### src/rtl/ledcomm_sniffer.sv
// Receive-only Ledcomm decoder: samples a light sensor per base tick,
// classifies pulse lengths into bits/end markers and queues 16-bit words.
module ledcomm_sniffer #(
    parameter int FIFO_BITS     = 2,
    parameter int LINK_PULSES   = 18,
    parameter int TIMEOUT_TICKS = 32
) (
    input  logic        clk,
    input  logic        reset,
    input  logic        light_in,
    input  logic [15:0] basiszeit,
    input  logic        rd,
    output logic [15:0] rx_data,
    output logic        valid,
    output logic        overflow,
    output logic        link_up,
    output logic [7:0]  glitch_count
);

    localparam int DEPTH = 1 << FIFO_BITS;
    localparam int DW    = $clog2(TIMEOUT_TICKS + 1);
    localparam int PW    = $clog2(LINK_PULSES + 1);
    localparam int AW    = FIFO_BITS + 1;

    localparam logic [DW-1:0] DARK_MAX = DW'(TIMEOUT_TICKS);
    localparam logic [DW-1:0] DARK_CLS = DW'(2);
    localparam logic [DW-1:0] DARK_ONE = DW'(1);
    localparam logic [PW-1:0] LINK_MAX = PW'(LINK_PULSES);
    localparam logic [AW-1:0] FULL_CNT = AW'(DEPTH);

    logic          sync1_q, sync1_d;
    logic          sync2_q, sync2_d;
    logic [15:0]   div_q, div_d;
    logic [15:0]   period_q, period_d;
    logic [3:0]    light_len_q, light_len_d;
    logic [DW-1:0] dark_len_q, dark_len_d;
    logic [15:0]   data_q, data_d;
    logic [PW-1:0] pulse_cnt_q, pulse_cnt_d;
    logic [7:0]    glitch_q, glitch_d;
    logic [AW-1:0] wr_q, wr_d;
    logic [AW-1:0] rd_q, rd_d;
    logic          ovf_q, ovf_d;
    logic [15:0]   mem_q [DEPTH];

    logic        tick;
    logic [15:0] last;
    logic        push;
    logic        good_ev;
    logic        glitch_ev;
    logic        timeout_ev;
    logic        full;
    logic        pop;
    logic        wr_en;

    // Base-time divider; the period is re-latched only when it wraps.
    always_comb begin
        sync1_d  = light_in;
        sync2_d  = sync1_q;
        tick     = (div_q == 16'd0);
        last     = tick ? basiszeit : period_q;
        period_d = last;
        if (last <= 16'd1 || div_q >= last - 16'd1) begin
            div_d = 16'd0;
        end else begin
            div_d = div_q + 16'd1;
        end
    end

    always_comb begin
        light_len_d = light_len_q;
        dark_len_d  = dark_len_q;
        data_d      = data_q;
        pulse_cnt_d = pulse_cnt_q;
        glitch_d    = glitch_q;
        push        = 1'b0;
        good_ev     = 1'b0;
        glitch_ev   = 1'b0;
        timeout_ev  = 1'b0;

        if (tick) begin
            if (sync2_q) begin
                dark_len_d = '0;
                if (dark_len_q == DARK_ONE && light_len_q != 4'd0) begin
                    glitch_ev   = 1'b1;
                    light_len_d = 4'd1;
                end else if (light_len_q != 4'd15) begin
                    light_len_d = light_len_q + 4'd1;
                end
            end else begin
                if (dark_len_q != DARK_MAX) begin
                    dark_len_d = dark_len_q + DW'(1);
                end
                if (dark_len_d == DARK_CLS && light_len_q != 4'd0) begin
                    light_len_d = 4'd0;
                    unique case (1'b1)
                        (light_len_q >= 4'd3 && light_len_q <= 4'd6): begin
                            data_d  = {data_q[14:0], 1'b1};
                            good_ev = 1'b1;
                        end
                        (light_len_q >= 4'd7 && light_len_q <= 4'd10): begin
                            data_d  = {data_q[14:0], 1'b0};
                            good_ev = 1'b1;
                        end
                        (light_len_q >= 4'd11 && light_len_q <= 4'd14): begin
                            push    = link_up;
                            data_d  = 16'd0;
                            good_ev = 1'b1;
                        end
                        default: glitch_ev = 1'b1;
                    endcase
                end
                timeout_ev = (dark_len_d == DARK_MAX);
            end
        end

        if (good_ev && pulse_cnt_q != LINK_MAX) begin
            pulse_cnt_d = pulse_cnt_q + PW'(1);
        end
        if (glitch_ev) begin
            data_d      = 16'd0;
            pulse_cnt_d = '0;
            if (glitch_q != 8'hff) begin
                glitch_d = glitch_q + 8'd1;
            end
        end
        // Timeout wins over anything classified in the same tick.
        if (timeout_ev) begin
            pulse_cnt_d = '0;
            data_d      = 16'd0;
            light_len_d = 4'd0;
        end
    end

    always_comb begin
        valid = (wr_q != rd_q);
        full  = ((wr_q - rd_q) == FULL_CNT);
        pop   = rd && valid;
        wr_en = push && (!full || pop);
        ovf_d = ovf_q | (push && full && !pop);
        wr_d  = wr_q + AW'(wr_en);
        rd_d  = rd_q + AW'(pop);
    end

    always_ff @(posedge clk) begin
        if (reset) begin
            sync1_q     <= 1'b0;
            sync2_q     <= 1'b0;
            div_q       <= 16'd0;
            period_q    <= 16'd0;
            light_len_q <= 4'd0;
            dark_len_q  <= '0;
            data_q      <= 16'd0;
            pulse_cnt_q <= '0;
            glitch_q    <= 8'd0;
            wr_q        <= '0;
            rd_q        <= '0;
            ovf_q       <= 1'b0;
        end else begin
            sync1_q     <= sync1_d;
            sync2_q     <= sync2_d;
            div_q       <= div_d;
            period_q    <= period_d;
            light_len_q <= light_len_d;
            dark_len_q  <= dark_len_d;
            data_q      <= data_d;
            pulse_cnt_q <= pulse_cnt_d;
            glitch_q    <= glitch_d;
            wr_q        <= wr_d;
            rd_q        <= rd_d;
            ovf_q       <= ovf_d;
        end
    end

    always_ff @(posedge clk) begin
        if (wr_en) begin
            mem_q[wr_q[FIFO_BITS-1:0]] <= data_q;
        end
    end

    assign rx_data      = mem_q[rd_q[FIFO_BITS-1:0]];
    assign overflow     = ovf_q;
    assign link_up      = (pulse_cnt_q == LINK_MAX);
    assign glitch_count = glitch_q;

endmodule
### config.mk
export PLATFORM = sky130hd
export DESIGN_NAME = ledcomm_sniffer
export DESIGN_NICKNAME = d
export VERILOG_FILES = /design/src/rtl/ledcomm_sniffer.sv
export SDC_FILE = /design/constraint.sdc
export NUM_CORES = 1
export LEC_CHECK = 0
export BUFFER_PORTS_ARGS = -buffer_cell sky130_fd_sc_hd__buf_2
export CAP_MARGIN = 30
export CORE_MARGIN = 4
export CORE_UTILIZATION = 35
export DETAILED_ROUTE_END_ITERATION = 12
export GPL_ROUTABILITY_DRIVEN = 1
export PLACE_DENSITY = 0.61
export SLEW_MARGIN = 20
export SYNTH_ARGS = -nofsm -noshare
export SYNTH_HDL_FRONTEND = slang
export SYNTH_SLANG_ARGS = --single-unit
### constraint.sdc
create_clock -name clk -period 9.1 [get_ports clk]
set_clock_uncertainty 0.15 [all_clocks]
set_input_delay 0.91 -clock clk [delete_from_list [all_inputs] [get_ports clk]]
set_output_delay 0.91 -clock clk [all_outputs]
set_load 0.01 [all_outputs]
==> key figures <==
Timing
  – Period minus WS final: 4.32 ns
  – Final Hold Fails: 0
  – Final period utilization: 0.474
  – Setup-failing EPs final: 0
  – Slew margin rel.: 0.398
  – Final worst slack: 4.78 ns
  – Setup_tns: 0 ns
  – Final Slew Violations: 0
  – Peak Freq: 232 MHz
  – Hold_ws: 0.288 ns
  – Worst slew pin tran: 0.902 ns
  – RSZ-0062 raised after global routing: no

Clocking
  – Clk Latency, worst-skew pair: 0.42 ns
  – CTS Buf Count: 17
  – CTS Hold Bufs: 0
  – Post-CTS sizing: 0
  – H-tree level count: 4
  – Root buffer cell: clkbuf_16
  – CTS sink count: 144
  – CTS tree: yes
  – Clk slew on worst S/H paths: 0.07 ns
  – Clk buf depth: 2
  – Setup bufs post-CTS: 0

Placed design
  – Pre-CTS setup slack: 4.75 ns
  – Hpwl dp: 9840 µm
  – Port Buffer Count: 46
  – Routability-driven placement congestion ratio: 0.810

Detailed routing
  – Vias: 4,927
  – Routed WL: 14,400 µm
  – Vias per std cell: 5.03
  – Avg WL per Cell: 14.7 µm
  – Routed Antenna Nets: 0
  – First drt pass iteration count: 7
  – Iter 0 DRT Violations: 235
  – # DRC: 0

Critical path
  – CP Cell Sequence: inv_1 -> ha_1 -> nor4b_4 -> and4_1 -> buf_4 -> mux2i_1 -> ha_1 -> and3_1 -> o21ai_0 -> xnor2_1 -> ha_1 -> nor2b_1 -> o21ai_0 -> a21oi_1 -> a41o_1 -> nor4b_1
  – Slowest cell on the critical path: a41o_1
  – R2r startpoint: div_q[0]
  – RR Endpoint: div_q[0]
  – R2R depth: 16
  – CP startpoint: div_q[0]
  – Crit Path Class: flop to flop
  – Max incr delay on CP: 0.42 ns
  – CP Capture Type: flop
  – Critical Path RT: 9.27 ns
  – Most frequent CP cell: ha_1
  – Critical path startpoint category: flop
  – R2r setup slk: 4.78 ns
  – Critical path arrival: 4.49 ns
  – Worst Setup EP: div_q[0]
  – Max FO, Critical Path: 26

Cells and area
  – Ratio of cells with drive above 1 in the final layout: 0.166
  – Ant diodes: 0
  – Fin util: 0.417
  – Layout Nets: 758
  – Area grow syn2layout: 16.3%

Yosys
  – Syn_area_per_cell: 10.7 µm²
  – Seq cells post-synth: 144
  – Top cells by area, synth: edfxtp_1 (27%), dfxtp_1 (23%), ha_1 (6.4%)
  – Post-Synthesis Cells: 659
  – Cell variety after synth: 54
  – Most numerous cell in the Yosys netlist: dfxtp_1
  – Fraction of registers with async set/reset: 0
  – Syn_nets: 715
  – Ys Warns: 0
  – Area share of the largest cell type after synthesis: 0.272
  – Mapped cell area: 7050 µm²
  – Post-synth top cells: dfxtp_1 (80), edfxtp_1 (64), nand2_1 (58)
  – Post-synth EDFFs: 64
  – Predominant post-synthesis flop cell: dfxtp_1
  – Leading area contributor after synthesis: edfxtp_1
  – Sequential element share of the synthesized area: 0.500

Floorplan
  – Initial Util: 0.359
  – Die area: 22,500 µm²
  – Row count: 51
  – DIE HEIGHT: 150 µm
  – IO Count: 47
  – DIE WIDTH: 150 µm
  – Core region area: 19,700 µm²

Pwr
  – Total Power: 1.55 mW
  – Lkg Pwr: 3.19 nW
  – Maximum VDD drop: 0.129 mV
  – PD cells: 189 nW/µm²

Global routing
  – Gr usage total: 0.133
  – Vias in the first global route: 4,678
  – Pin count of the biggest net entering global routing: 43
  – First-pass GRT wire length: 24,000 µm
  – Remaining global-route overflow: 0
  – Initial antenna violation count: 0

Hold path
  – HP Class: flop to flop

Run status
  – Status: complete, no violations

Job
  – Maxcap violations: 0
[routing by layer]
layer / up-vias / share of wire / global-route usage
met4: 0 / 0.010 / 0.0407
met5: - / 0 / 0
met1: 2312 / 0.49 / 0.181
met3: 9 / 0.034 / 0.0321
li1: 2524 / - / -
met2: 82 / 0.47 / 0.211
[cells by family (layout without fill, tap and decap cells)]
family / after synthesis / count (layout) / synth area share
simple gates: 253 / 253 / 0.193
flops: 144 / 144 / 0.500
xor+xnor: 39 / 39 / 0.0484
buf+inv: 47 / 103 / 0.0257
mux: 39 / 39 / 0.0846
compound gates: 101 / 101 / 0.0844
fa+ha+maj: 36 / 36 / 0.0639
[worst max-delay path: cells and delay by family (launching register included)]
kind | cells | cell delay (ns)
buf+inv | 2 | 0.45
xor+xnor | 1 | 0.14
simple gates | 5 | 1.20
fa+ha+maj | 3 | 0.74
compound gates | 4 | 0.77
flops | 1 | 0.35
mux | 1 | 0.39
[registers in the layout, indices dropped and copies added (netlist names)]
register	count
dark_len_q	6
data_q	16
div_q	16
glitch_count	8
light_len_q	4
mem_q	64
overflow	1
period_q	16
pulse_cnt_q	5
rd_q	3
sync1_q	1
sync2_q	1
wr_q	3
[how the worst min path moves through the flow]
| stage | from | endpoint | slack (ns) | cells after the start |
|---|---|---|---|---|
| global route | sync1_q | sync2_q | 0.31 | 1 |
| global placement | sync1_q | sync2_q | 0.28 | 1 |
| finish | sync1_q | sync2_q | 0.29 | 1 |
| detailed placement | sync1_q | sync2_q | 0.27 | 1 |
| floorplan | sync1_q | sync2_q | 0.26 | 1 |
| CTS | sync1_q | sync2_q | 0.29 | 1 |
[power by group]
group	leakage, nW	switching [mW]	total (mW)	internal, mW
Clock	0.298	0.318	0.692	0.373
Sequential	1.39	0.0120	0.693	0.681
Combinational	1.50	0.0971	0.163	0.0657
[per-stage QoR]
| step | area [µm²] | std cells |
|---|---|---|
| after CTS | 8190 | 979 |
| after global routing | 8200 | 980 |
| after floorplan | 7050 | 659 |
| after global placement | 7570 | 946 |
| after detailed placement | 7580 | 947 |
| final | 8200 | 980 |
[cells in the final DEF, fill, tap and decap left out, types with 16 or more instances in the layout]
cell,count
nor3_1,31
edfxtp_1,64
buf_2,46
xnor2_1,23
nand3_1,32
xor2_1,16
nor2_1,43
mux4_2,16
dfxtp_1,80
clkbuf_16,17
nand2_1,58
a21oi_1,44
o21ai_0,22
ha_1,36
mux2i_1,18
[layout make-up]
cell class	instances	area, µm²
Fill cell	1944	11500
Sequential cell	144	3520
Multi-Input combinational cell	468	3370
Clock buffer	17	425
Tap cell	265	332
Timing Repair Buffer	56	309
Clock inverter	15	184
Inverter	15	56.3
(Power assumes the default switching activity.)
